$ cat src/rtl/mem_access_pkg.sv
// Shared types and constants for the memory access unit: request size
// encodings, FSM state encoding, byte-lane geometry and a misalignment helper.
package mem_access_pkg;

    localparam int unsigned LANE_W    = 8;
    localparam int unsigned NUM_LANES = 4;

    // Request size encodings; 2'b11 behaves as a word access.
    typedef enum logic [1:0] {
        SizeByte    = 2'b00,
        SizeHalf    = 2'b01,
        SizeWord    = 2'b10,
        SizeWordAlt = 2'b11
    } size_e;

    typedef enum logic [2:0] {
        StIdle    = 3'd0,
        StLoad    = 3'd1,
        StRmwRead = 3'd2,
        StWrite   = 3'd3,
        StResp    = 3'd4
    } state_e;

    // Half needs addr[0]==0; word needs addr[1:0]==0; bytes are always aligned.
    function automatic logic is_misaligned(input logic [1:0] size, input logic [1:0] addr_lo);
        logic r;
        case (size)
            2'b00:   r = 1'b0;
            2'b01:   r = addr_lo[0];
            default: r = (addr_lo != 2'b00);
        endcase
        return r;
    endfunction

endpackage

$ cat src/rtl/mau_load_align.sv
// Combinational load alignment: selects the addressed byte/half lane of a
// memory word and sign- or zero-extends it to 32 bits.
module mau_load_align
    import mem_access_pkg::*;
(
    input  logic [31:0] i_word,
    input  logic [1:0]  i_addr_lo,
    input  size_e       i_size,
    input  logic        i_unsigned,
    output logic [31:0] o_data
);

    logic [LANE_W-1:0]   w_byte;
    logic [2*LANE_W-1:0] w_half;
    logic                w_sign;

    // Lane selection (little-endian) and extension.
    always_comb begin
        w_byte = i_word[7:0];
        case (i_addr_lo)
            2'd0:    w_byte = i_word[7:0];
            2'd1:    w_byte = i_word[15:8];
            2'd2:    w_byte = i_word[23:16];
            default: w_byte = i_word[31:24];
        endcase
        w_half = i_addr_lo[1] ? i_word[31:16] : i_word[15:0];
        w_sign = 1'b0;
        case (i_size)
            SizeByte: begin
                w_sign = ~i_unsigned & w_byte[LANE_W-1];
                o_data = {{(32 - LANE_W){w_sign}}, w_byte};
            end
            SizeHalf: begin
                w_sign = ~i_unsigned & w_half[2*LANE_W-1];
                o_data = {{(32 - 2 * LANE_W){w_sign}}, w_half};
            end
            default: o_data = i_word;
        endcase
    end

endmodule

$ cat src/rtl/mem_access_unit.sv
// Load/store initiator between the CPU MEM stage and a word-wide data memory.
// Byte/half/word loads with sign/zero extension; sub-word stores are done as
// read-modify-write. Optional misaligned-access trap: define MISALIGN_TRAP_EN.
module mem_access_unit
    import mem_access_pkg::*;
#(
    parameter int unsigned ADDR_W = 32,
    parameter int unsigned DATA_W = 32
) (
    input  logic              clock,
    input  logic              reset_n,
    input  logic              reqValid,
    output logic              reqReady,
    input  logic              reqWrite,
    input  logic [1:0]        reqSize,
    input  logic              reqUnsigned,
    input  logic [ADDR_W-1:0] reqAddr,
    input  logic [DATA_W-1:0] reqWData,
    output logic              rspValid,
    output logic [DATA_W-1:0] rspRData,
    output logic              rspFault,
    output logic              memRead,
    output logic              memWrite,
    output logic [ADDR_W-1:0] memAddress,
    output logic [DATA_W-1:0] memWriteData,
    input  logic [DATA_W-1:0] memReadData
);

    state_e            r_state;
    state_e            w_next_state;
    logic [ADDR_W-1:0] r_addr;
    // Holds store data; overwritten with the merged word for sub-word stores.
    logic [DATA_W-1:0] r_wdata;
    size_e             r_size;
    logic              r_unsigned;
    logic [DATA_W-1:0] r_rdata;
    logic [DATA_W-1:0] w_merged;
    logic [31:0]       w_load_data;
    logic              w_accept;
    logic              w_misalign;

    assign w_accept = reqValid && (r_state == StIdle);

`ifdef MISALIGN_TRAP_EN
    logic r_fault;
    assign w_misalign = is_misaligned(reqSize, reqAddr[1:0]);
`else
    assign w_misalign = 1'b0;
`endif

    mau_load_align u_load_align (
        .i_word     (memReadData),
        .i_addr_lo  (r_addr[1:0]),
        .i_size     (r_size),
        .i_unsigned (r_unsigned),
        .o_data     (w_load_data)
    );

    // State register; async reset aborts any operation in flight.
    always_ff @(posedge clock or negedge reset_n) begin
        if (!reset_n) begin
            r_state <= StIdle;
        end else begin
            r_state <= w_next_state;
        end
    end

    // Next-state decode.
    always_comb begin
        w_next_state = r_state;
        unique case (r_state)
            StIdle: begin
                if (w_accept) begin
                    if (w_misalign) begin
                        w_next_state = StResp;
                    end else if (!reqWrite) begin
                        w_next_state = StLoad;
                    end else if (reqSize[1]) begin
                        w_next_state = StWrite;
                    end else begin
                        w_next_state = StRmwRead;
                    end
                end
            end
            StLoad:    w_next_state = StResp;
            StRmwRead: w_next_state = StWrite;
            StWrite:   w_next_state = StResp;
            StResp:    w_next_state = StIdle;
            default:   w_next_state = StIdle;
        endcase
    end

    // Outputs decoded from the current state.
    always_comb begin
        reqReady     = (r_state == StIdle);
        memRead      = (r_state == StLoad) || (r_state == StRmwRead);
        memWrite     = (r_state == StWrite);
        rspValid     = (r_state == StResp);
        memAddress   = '0;
        memWriteData = '0;
        if (memRead || memWrite) begin
            memAddress = {r_addr[ADDR_W-1:2], 2'b00};
        end
        if (memWrite) begin
            memWriteData = r_wdata;
        end
`ifdef MISALIGN_TRAP_EN
        rspFault = (r_state == StResp) && r_fault;
`else
        rspFault = 1'b0;
`endif
    end

    assign rspRData = r_rdata;

    // Store merge: replace the addressed lane(s) of the word read back.
    always_comb begin
        w_merged = memReadData;
        if (r_size == SizeByte) begin
            case (r_addr[1:0])
                2'd0:    w_merged[7:0]   = r_wdata[7:0];
                2'd1:    w_merged[15:8]  = r_wdata[7:0];
                2'd2:    w_merged[23:16] = r_wdata[7:0];
                default: w_merged[31:24] = r_wdata[7:0];
            endcase
        end else if (r_size == SizeHalf) begin
            if (r_addr[1]) begin
                w_merged[31:16] = r_wdata[15:0];
            end else begin
                w_merged[15:0] = r_wdata[15:0];
            end
        end
    end

    // Request latch on accept, load result and merged-word capture.
    always_ff @(posedge clock or negedge reset_n) begin
        if (!reset_n) begin
            r_addr     <= '0;
            r_wdata    <= '0;
            r_size     <= SizeByte;
            r_unsigned <= 1'b0;
            r_rdata    <= '0;
`ifdef MISALIGN_TRAP_EN
            r_fault    <= 1'b0;
`endif
        end else begin
            case (r_state)
                StIdle: begin
                    if (w_accept) begin
                        r_addr     <= reqAddr;
                        r_wdata    <= reqWData;
                        r_size     <= size_e'(reqSize);
                        r_unsigned <= reqUnsigned;
                        r_rdata    <= '0;
`ifdef MISALIGN_TRAP_EN
                        r_fault    <= w_misalign;
`endif
                    end
                end
                StLoad:    r_rdata <= w_load_data;
                StRmwRead: r_wdata <= w_merged;
                default:   ;
            endcase
        end
    end

endmodule
$ cat config.mk
export PLATFORM = sky130hd
export DESIGN_NAME = mem_access_unit
export DESIGN_NICKNAME = d
export VERILOG_FILES = /design/src/rtl/mem_access_pkg.sv /design/src/rtl/mau_load_align.sv /design/src/rtl/mem_access_unit.sv
export SDC_FILE = /design/constraint.sdc
export NUM_CORES = 1
export LEC_CHECK = 0
export BUFFER_PORTS_ARGS = -buffer_cell sky130_fd_sc_hd__buf_2
export CAP_MARGIN = 15
export CELL_PAD_IN_SITES_DETAIL_PLACEMENT = 0
export CELL_PAD_IN_SITES_GLOBAL_PLACEMENT = 2
export CORE_MARGIN = 8
export CORE_UTILIZATION = 30
export DETAILED_ROUTE_END_ITERATION = 8
export PLACE_DENSITY = 0.89
export SYNTH_ARGS = -nofsm -noshare
export SYNTH_HDL_FRONTEND = slang
export SYNTH_SLANG_ARGS = --single-unit
$ cat constraint.sdc
create_clock -name clock -period 2.1 [get_ports clock]
set_input_delay 0.315 -clock clock [delete_from_list [all_inputs] [get_ports clock]]
set_output_delay 0.315 -clock clock [all_outputs]
set_load 0.01 [all_outputs]
### Yosys cells after proc, flatten, opt, wreduce, memory -nomap -nowiden

Cells that the tools add are included.

| storage, ports and cells | value |
|---|---|
| output and inout bits | 101 |
| register bits after elaboration | 102 |
| word-level logic and storage cells | 57 |

| operators by class | value |
|---|---|
| bitwise operators | 3 |
| multiplexer cells | 21 |
| reduce and logical (&&, ||, !) cells | 15 |
| eq/ne operators | 10 |

Operators by type and width:

| kind | count |
|---|---|
| $mux 32 | 6 |
| $pmux 32 s2 | 3 |
| $mux 16 | 3 |
| $mux 8 | 4 |
| $pmux 8 s3 | 1 |
| $pmux 3 s3 | 1 |
| $eq 3x2->1 const B | 2 |
| $reduce_and 2->1 | 3 |
| $eq 2x1->1 const B | 2 |
| $logic_not 2->1 | 2 |
| $ne 4x4->1 const B | 1 |
| $reduce_and 4->1 | 1 |
| $reduce_bool 2->1 | 2 |
| $eq 3x1->1 const B | 1 |
| $eq 3x3->1 const B | 1 |
| $logic_not 3->1 | 1 |
| $mux 3 | 1 |
| $ne 3x3->1 const B | 1 |
| $reduce_and 3->1 | 1 |
| $reduce_or 3->1 | 1 |
| $and 1x1->1 | 2 |
| $eq 2x2->1 const B | 1 |
| $logic_or 1x1->1 | 2 |
| $mux 2 | 1 |
| other kinds (5) | 5 |

### Logic depth before layout (Yosys ltp)

| depth | value |
|---|---|
| word-level depth | 5 |
| mapped depth | 7 |
| gate-level depth less buffers | 4 |

### By module

From an unflattened synthesis, not the netlist that was laid out.

| unflattened totals | value |
|---|---|
| cell total of the unflattened synthesis | 671 |
| area, all modules | 6,299.8 µm² |

Modules (own cells, without submodules):

| module | cells each | instances | area an instance (µm²) |
|---|---|---|---|
| mem_access_unit | 556 | 1 | 5,454.0 |
| mau_load_align | 115 | 1 | 845.8 |

### Worst setup path before layout

No wires, ideal clock.

| path | value |
|---|---|
| kind | reg2reg |
| start | reg r_state[2] |
| end | reg r_addr[13] |
| buffers on the path | 3 |
| cell stages (with the launch flop) | 7 |
| data arrival time | 1,728 ps |
| data required time | 1,975 ps |
| library setup time | 125 ps |
| setup slack | 247 ps |
| path through | dfrtp_1 -> buf_2 -> nor3_1 -> and2_1 -> buf_2 -> buf_2 -> mux2_2 |

| between the ends | value |
|---|---|
| cells in the longest elaborated chain, start to end | 3 |

Ends and longest elaborated chain:

| item | RTL line | text |
|---|---|---|
| start: declaration | mem_access_unit.sv:29 | `state_e r_state;` |
| start signal: assignment | mem_access_unit.sv:62 | `r_state <= StIdle;` |
| start signal: assignment | mem_access_unit.sv:64 | `r_state <= w_next_state;` |
| $logic_not 3->1 * | -- |  |
| net reqReady | mem_access_unit.sv:13 | `output logic reqReady,` |
| $logic_and 1x1->1 | mem_access_unit.sv:42 | `assign w_accept = reqValid && (r_state == StIdle);` |
| $reduce_and 2->1 (no line) * | -- |  |
| end signal: assignment | mem_access_unit.sv:150 | `r_addr <= reqAddr;` |
| end: declaration | mem_access_unit.sv:31 | `logic [ADDR_W-1:0] r_addr;` |

The timed path passes the listed nets; every way through them passes the cells marked *.
A chain may end at the register's enable or synchronous reset.

### Worst setup path in the final report

| path | value |
|---|---|
| start | reg r_state[0] |
| end | out memWriteData[1] |

| between the ends | value |
|---|---|
| cells in the longest elaborated chain, start to end | 2 |

Ends and longest elaborated chain:

| item | RTL line | text |
|---|---|---|
| $eq 3x2->1 | mem_access_unit.sv:97 | `memWrite = (r_state == StWrite);` |
| $mux 32 | mem_access_unit.sv:104 | `if (memWrite) begin` |
| end: declaration | mem_access_unit.sv:25 | `output logic [DATA_W-1:0] memWriteData,` |

Every way passes these cells.

==> parameters.txt <==
Parameter                              Value

Run status
  Run status ... completed

Yosys
  Count of flip-flops with a built-in enable after synthesis ... 0
  Total standard cell area after synthesis ... 5590 um2
  Post-Syn Area per Cell ... roughly 10 um2
  Share of async-settable or async-resettable flops after synthesis ... between 90% and 100%
  Adder-cell share of the synthesized area ... 0%
  Multiplexer area fraction after synthesis ... roughly 11%
  Area share of xor/xnor cells in the synthesized design ... 0%
  Yosys warnings ... 0
  Synth Area in Compound Gates ... 23.3%
  Proportion of synthesized chip area in sequential cells ... 45.6%
  Top flip-flop cell by instance count after synthesis ... sky130_fd_sc_hd__dfrtp_1
  Simple-gate portion of the synthesized area ... 14.8%
  Largest family of logic cells by synthesized area ... compound AO/OA/AOI/OAI gates
  Post-synthesis sequential element count ... a little over 100
  Cells after Synth ... 544
  Number of distinct standard cells referenced by the synthesized netlist ... 48

Worst hold path
  Class of the most critical hold timing path ... in -> reg

Setup path
  Register-to-Register Path Depth ... 5
  Crit Path Category ... reg -> out
  Worst R2R Start ... r_addr[1]$_DFFE_PN0P_
  Worst setup path start ... r_state[0]$_DFFE_PN0P_
  Crit-path max FO ... 22
  Required time at the worst-slack endpoint ... around 1.8 ns
  Crit path capture ... memWriteData[1]
  Reg-to-Reg End ... r_wdata[13]$_DFFE_PN0P_
  Arrival @ worst endpoint ... approximately 1.7 ns
  Slack of the worst reg-to-reg path ... around 0.15 ns
  Type of destination of the critical path ... primary output
  Worst Setup Start Kind ... flip-flop

Final layout
  P&R area growth vs syn ... 30.3%
  Most common library cell in the layout ignoring fill and taps ... sky130_fd_sc_hd__buf_2
  Post-layout nets ... 841
  Commonest cells after routing, fill and taps aside ... 199 x sky130_fd_sc_hd__buf_2, 102 x sky130_fd_sc_hd__dfrtp_1, 43 x sky130_fd_sc_hd__nand2_1, 43 x sky130_fd_sc_hd__mux2_2, 39 x sky130_fd_sc_hd__o21ai_0
  Register Area ... about 2600 um2
  Fraction of final layout cells sized beyond drive strength 1 ... between 40% and 50%
  Filler cells ... roughly 1900
  Multi-input gate area in the final layout ... 2780 um2
  Final cell count without fillers ... between 900 and 1000

STA
  Number of pins with negative max-slew slack in the final report ... 0
  Timing-limited maximum frequency ... between 400 and 500 MHz
  Slew at the pin with the worst max-slew slack ... roughly 0.7 ns
  Minimum clock period ... roughly 2 ns
  Relative max-transition margin ... between 50 and 60%
  Total Negative Setup Slacks ... 0 ns
  Share of the cycle needed by the critical path after routing ... 95.5%
  Setup violation total in the final timing report ... 0
  Hold Violations, Final ... 0
  WHS ... 0.186 ns
  RSZ-0062 raised after global routing ... no
  Worst Clk Skew ... between 0.008 and 0.009 ns

Clock network
  Number of buffers inserted during clock tree synthesis ... 9
  H-tree depth reported by CTS ... 3
  Clock root buffer master ... sky130_fd_sc_hd__clkbuf_16
  CTS tree ... built
  Number of sinks handled by clock tree synthesis ... slightly above 100
  Clock transition at the registers of the reported paths ... ~0.070 ns
  Clk Latency, worst-skew pair ... between 0.3 and 0.4 ns
  Clk buf depth ... 2

Global route
  Global-route wire length before repair ... approximately 32000 um
  Vias in the first global route ... 5298
  Initial antenna violation count ... 2
  Maximum number of pins on one net before global-route repair ... 74
  Tot GR Track Use ... 17.9%
  Grt ovf ... 0

Die
  Standard-cell rows ... 50
  Top Ports ... 204
  Die Span Y ... ~150 um
  Die X-Extent ... 153 um
  Area of the die ... 23300 um2
  Initial standard-cell utilization of the core ... 30.2%
  Standard cell core area ... around 19000 um2

Detailed routing
  First-iteration detailed-routing DRC count ... 399
  Drt first pass iters ... 6
  Total DRC errors in the routed layout ... 0
  Routed Antenna Nets ... 0
  Routed via count divided by cell count ... approximately 5.4
  Total wire length ... 21200 um
  Routed wire length per instance ... between 20 and 25 um
  Via Count ... roughly 5300

Place
  Post-DP HPWL ... 16100 um
  Input/output buffers ... 200
  Placed cell count ... 958
  Routability Congestion ... roughly 0.87

Pwr
  Net Switching ... about 4.8 mW
  Sequential power share ... approximately a third
  Net Sw Frac ... a little over two fifths
  Internal power ... 6.69 mW
  Share of total power in combinational logic ... about half
  Clock group share of total power ... around 16%
  Leakage power summed over all cells ... 3.69 nW
  Worst vdd ir ... 0.629 mV
  Power density over the cells ... approximately 1600 nW/um2

Flow run
  Number of max-capacitance violations reported ... 0
worst min-delay path by stage:
| stage | from | to | slack (ns) | depth (start not counted) |
|---|---|---|---|---|
| 2_1_floorplan | reset_n | r_addr[0]$_DFFE_PN0P_ | 0.02 | 0 |
| 3_3_place_gp | reset_n | r_addr[8]$_DFFE_PN0P_ | 0.37 | 2 |
| 3_5_place_dp | reset_n | r_addr[8]$_DFFE_PN0P_ | 0.37 | 2 |
| 4_1_cts | reqAddr[10] | r_addr[10]$_DFFE_PN0P_ | 0.17 | 2 |
| 5_1_grt | reqAddr[4] | r_addr[4]$_DFFE_PN0P_ | 0.17 | 2 |
| 6_report | reqAddr[10] | r_addr[10]$_DFFE_PN0P_ | 0.19 | 2 |
flip-flops by register name, indices dropped and copies added (netlist names):
signal / count
r_unsigned: 1
r_wdata: 32
r_addr: 32
r_size: 2
r_state: 3
rspRData: 32
power by group through the flow:
stage / Sequential [mW] / Clock (mW) / Combinational [mW]
5_1_grt: 3.83 / 2.00 / 6.48
2_1_floorplan: 3.43 / 0 / 3.99
4_1_cts: 3.69 / 1.91 / 5.96
3_5_place_dp: 3.73 / 0 / 5.94
3_3_place_gp: 3.70 / 0 / 5.89
6_report: 3.70 / 1.86 / 5.96
synthesized netlist by cell type (all sizes together) (11+ instances only):
cell type	count	area share [%]
a21o	11	1.5
a21oi	24	2.2
a221o	24	4.6
a32o	11	2.0
and2	34	3.8
and3	36	4.0
buf	19	2.2
clkbuf	33	2.2
dfrtp	102	46
inv	11	0.74
mux2	44	8.9
mux2i	12	2.1
nand2	44	3.0
nor2	14	0.94
o2111ai	11	1.7
o21ai	43	3.8
routing by layer:
metal | GRT usage [%] | vias to the layer above | part of all wire [%] | routed length (um)
li1 | - | 2421 | - | -
met1 | 24.2 | 2576 | 46 | 9790
met2 | 27.4 | 225 | 44 | 9370
met3 | 4.99 | 30 | 7.6 | 1620
met4 | 5.33 | 2 | 2.1 | 452
met5 | 0 | - | 0.047 | 10
critical path, cell delays in order, from the launching register on:
cell	delay, ns
sky130_fd_sc_hd__dfrtp_1	0.51
sky130_fd_sc_hd__nor2b_1	0.23
sky130_fd_sc_hd__buf_4	0.26
sky130_fd_sc_hd__and3_1	0.20
sky130_fd_sc_hd__buf_2	0.14
area by class of cell:
cell class / instances / area share [%]
Multi-Input combinational cell: 381 / 38.1
Sequential cell: 102 / 35.0
Timing Repair Buffer: 233 / 17.7
Tap cell: 234 / 4.02
Clock buffer: 9 / 3.09
Clock inverter: 7 / 1.41
Inverter: 11 / 0.567
Antenna cell: 1 / 0.0343
cells by family (layout without fill, tap and decap cells):
| group | count (synthesis) | count (layout) |
|---|---|---|
| other | 1 | 4 |
| DFF | 102 | 102 |
| AOI/OAI and AO/OA | 170 | 170 |
| muxes | 56 | 56 |
| buffers and inverters | 63 | 260 |
| and+or+nand+nor | 152 | 152 |
stage by stage:
step	setup WS (ns)	utilization, %	cell area (um2)	power [mW]
floorplan	0.247	-	5600	7.42
global placement	0.103	37.4	6920	9.59
detailed placement	0.0944	37.4	6920	9.67
CTS	0.0521	39.2	7260	11.6
global route	0.0125	39.4	7290	12.3
finish	0.0937	39.4	7290	11.5
timing repair:
item,CTS,global route
setup buffers,0,2
endpoints found under the setup margin,0,24
gates resized for setup,0,3
endpoints found under the hold margin,40,0
hold buffers,1,0
Note: power is estimated with default switching activity, not from simulation.
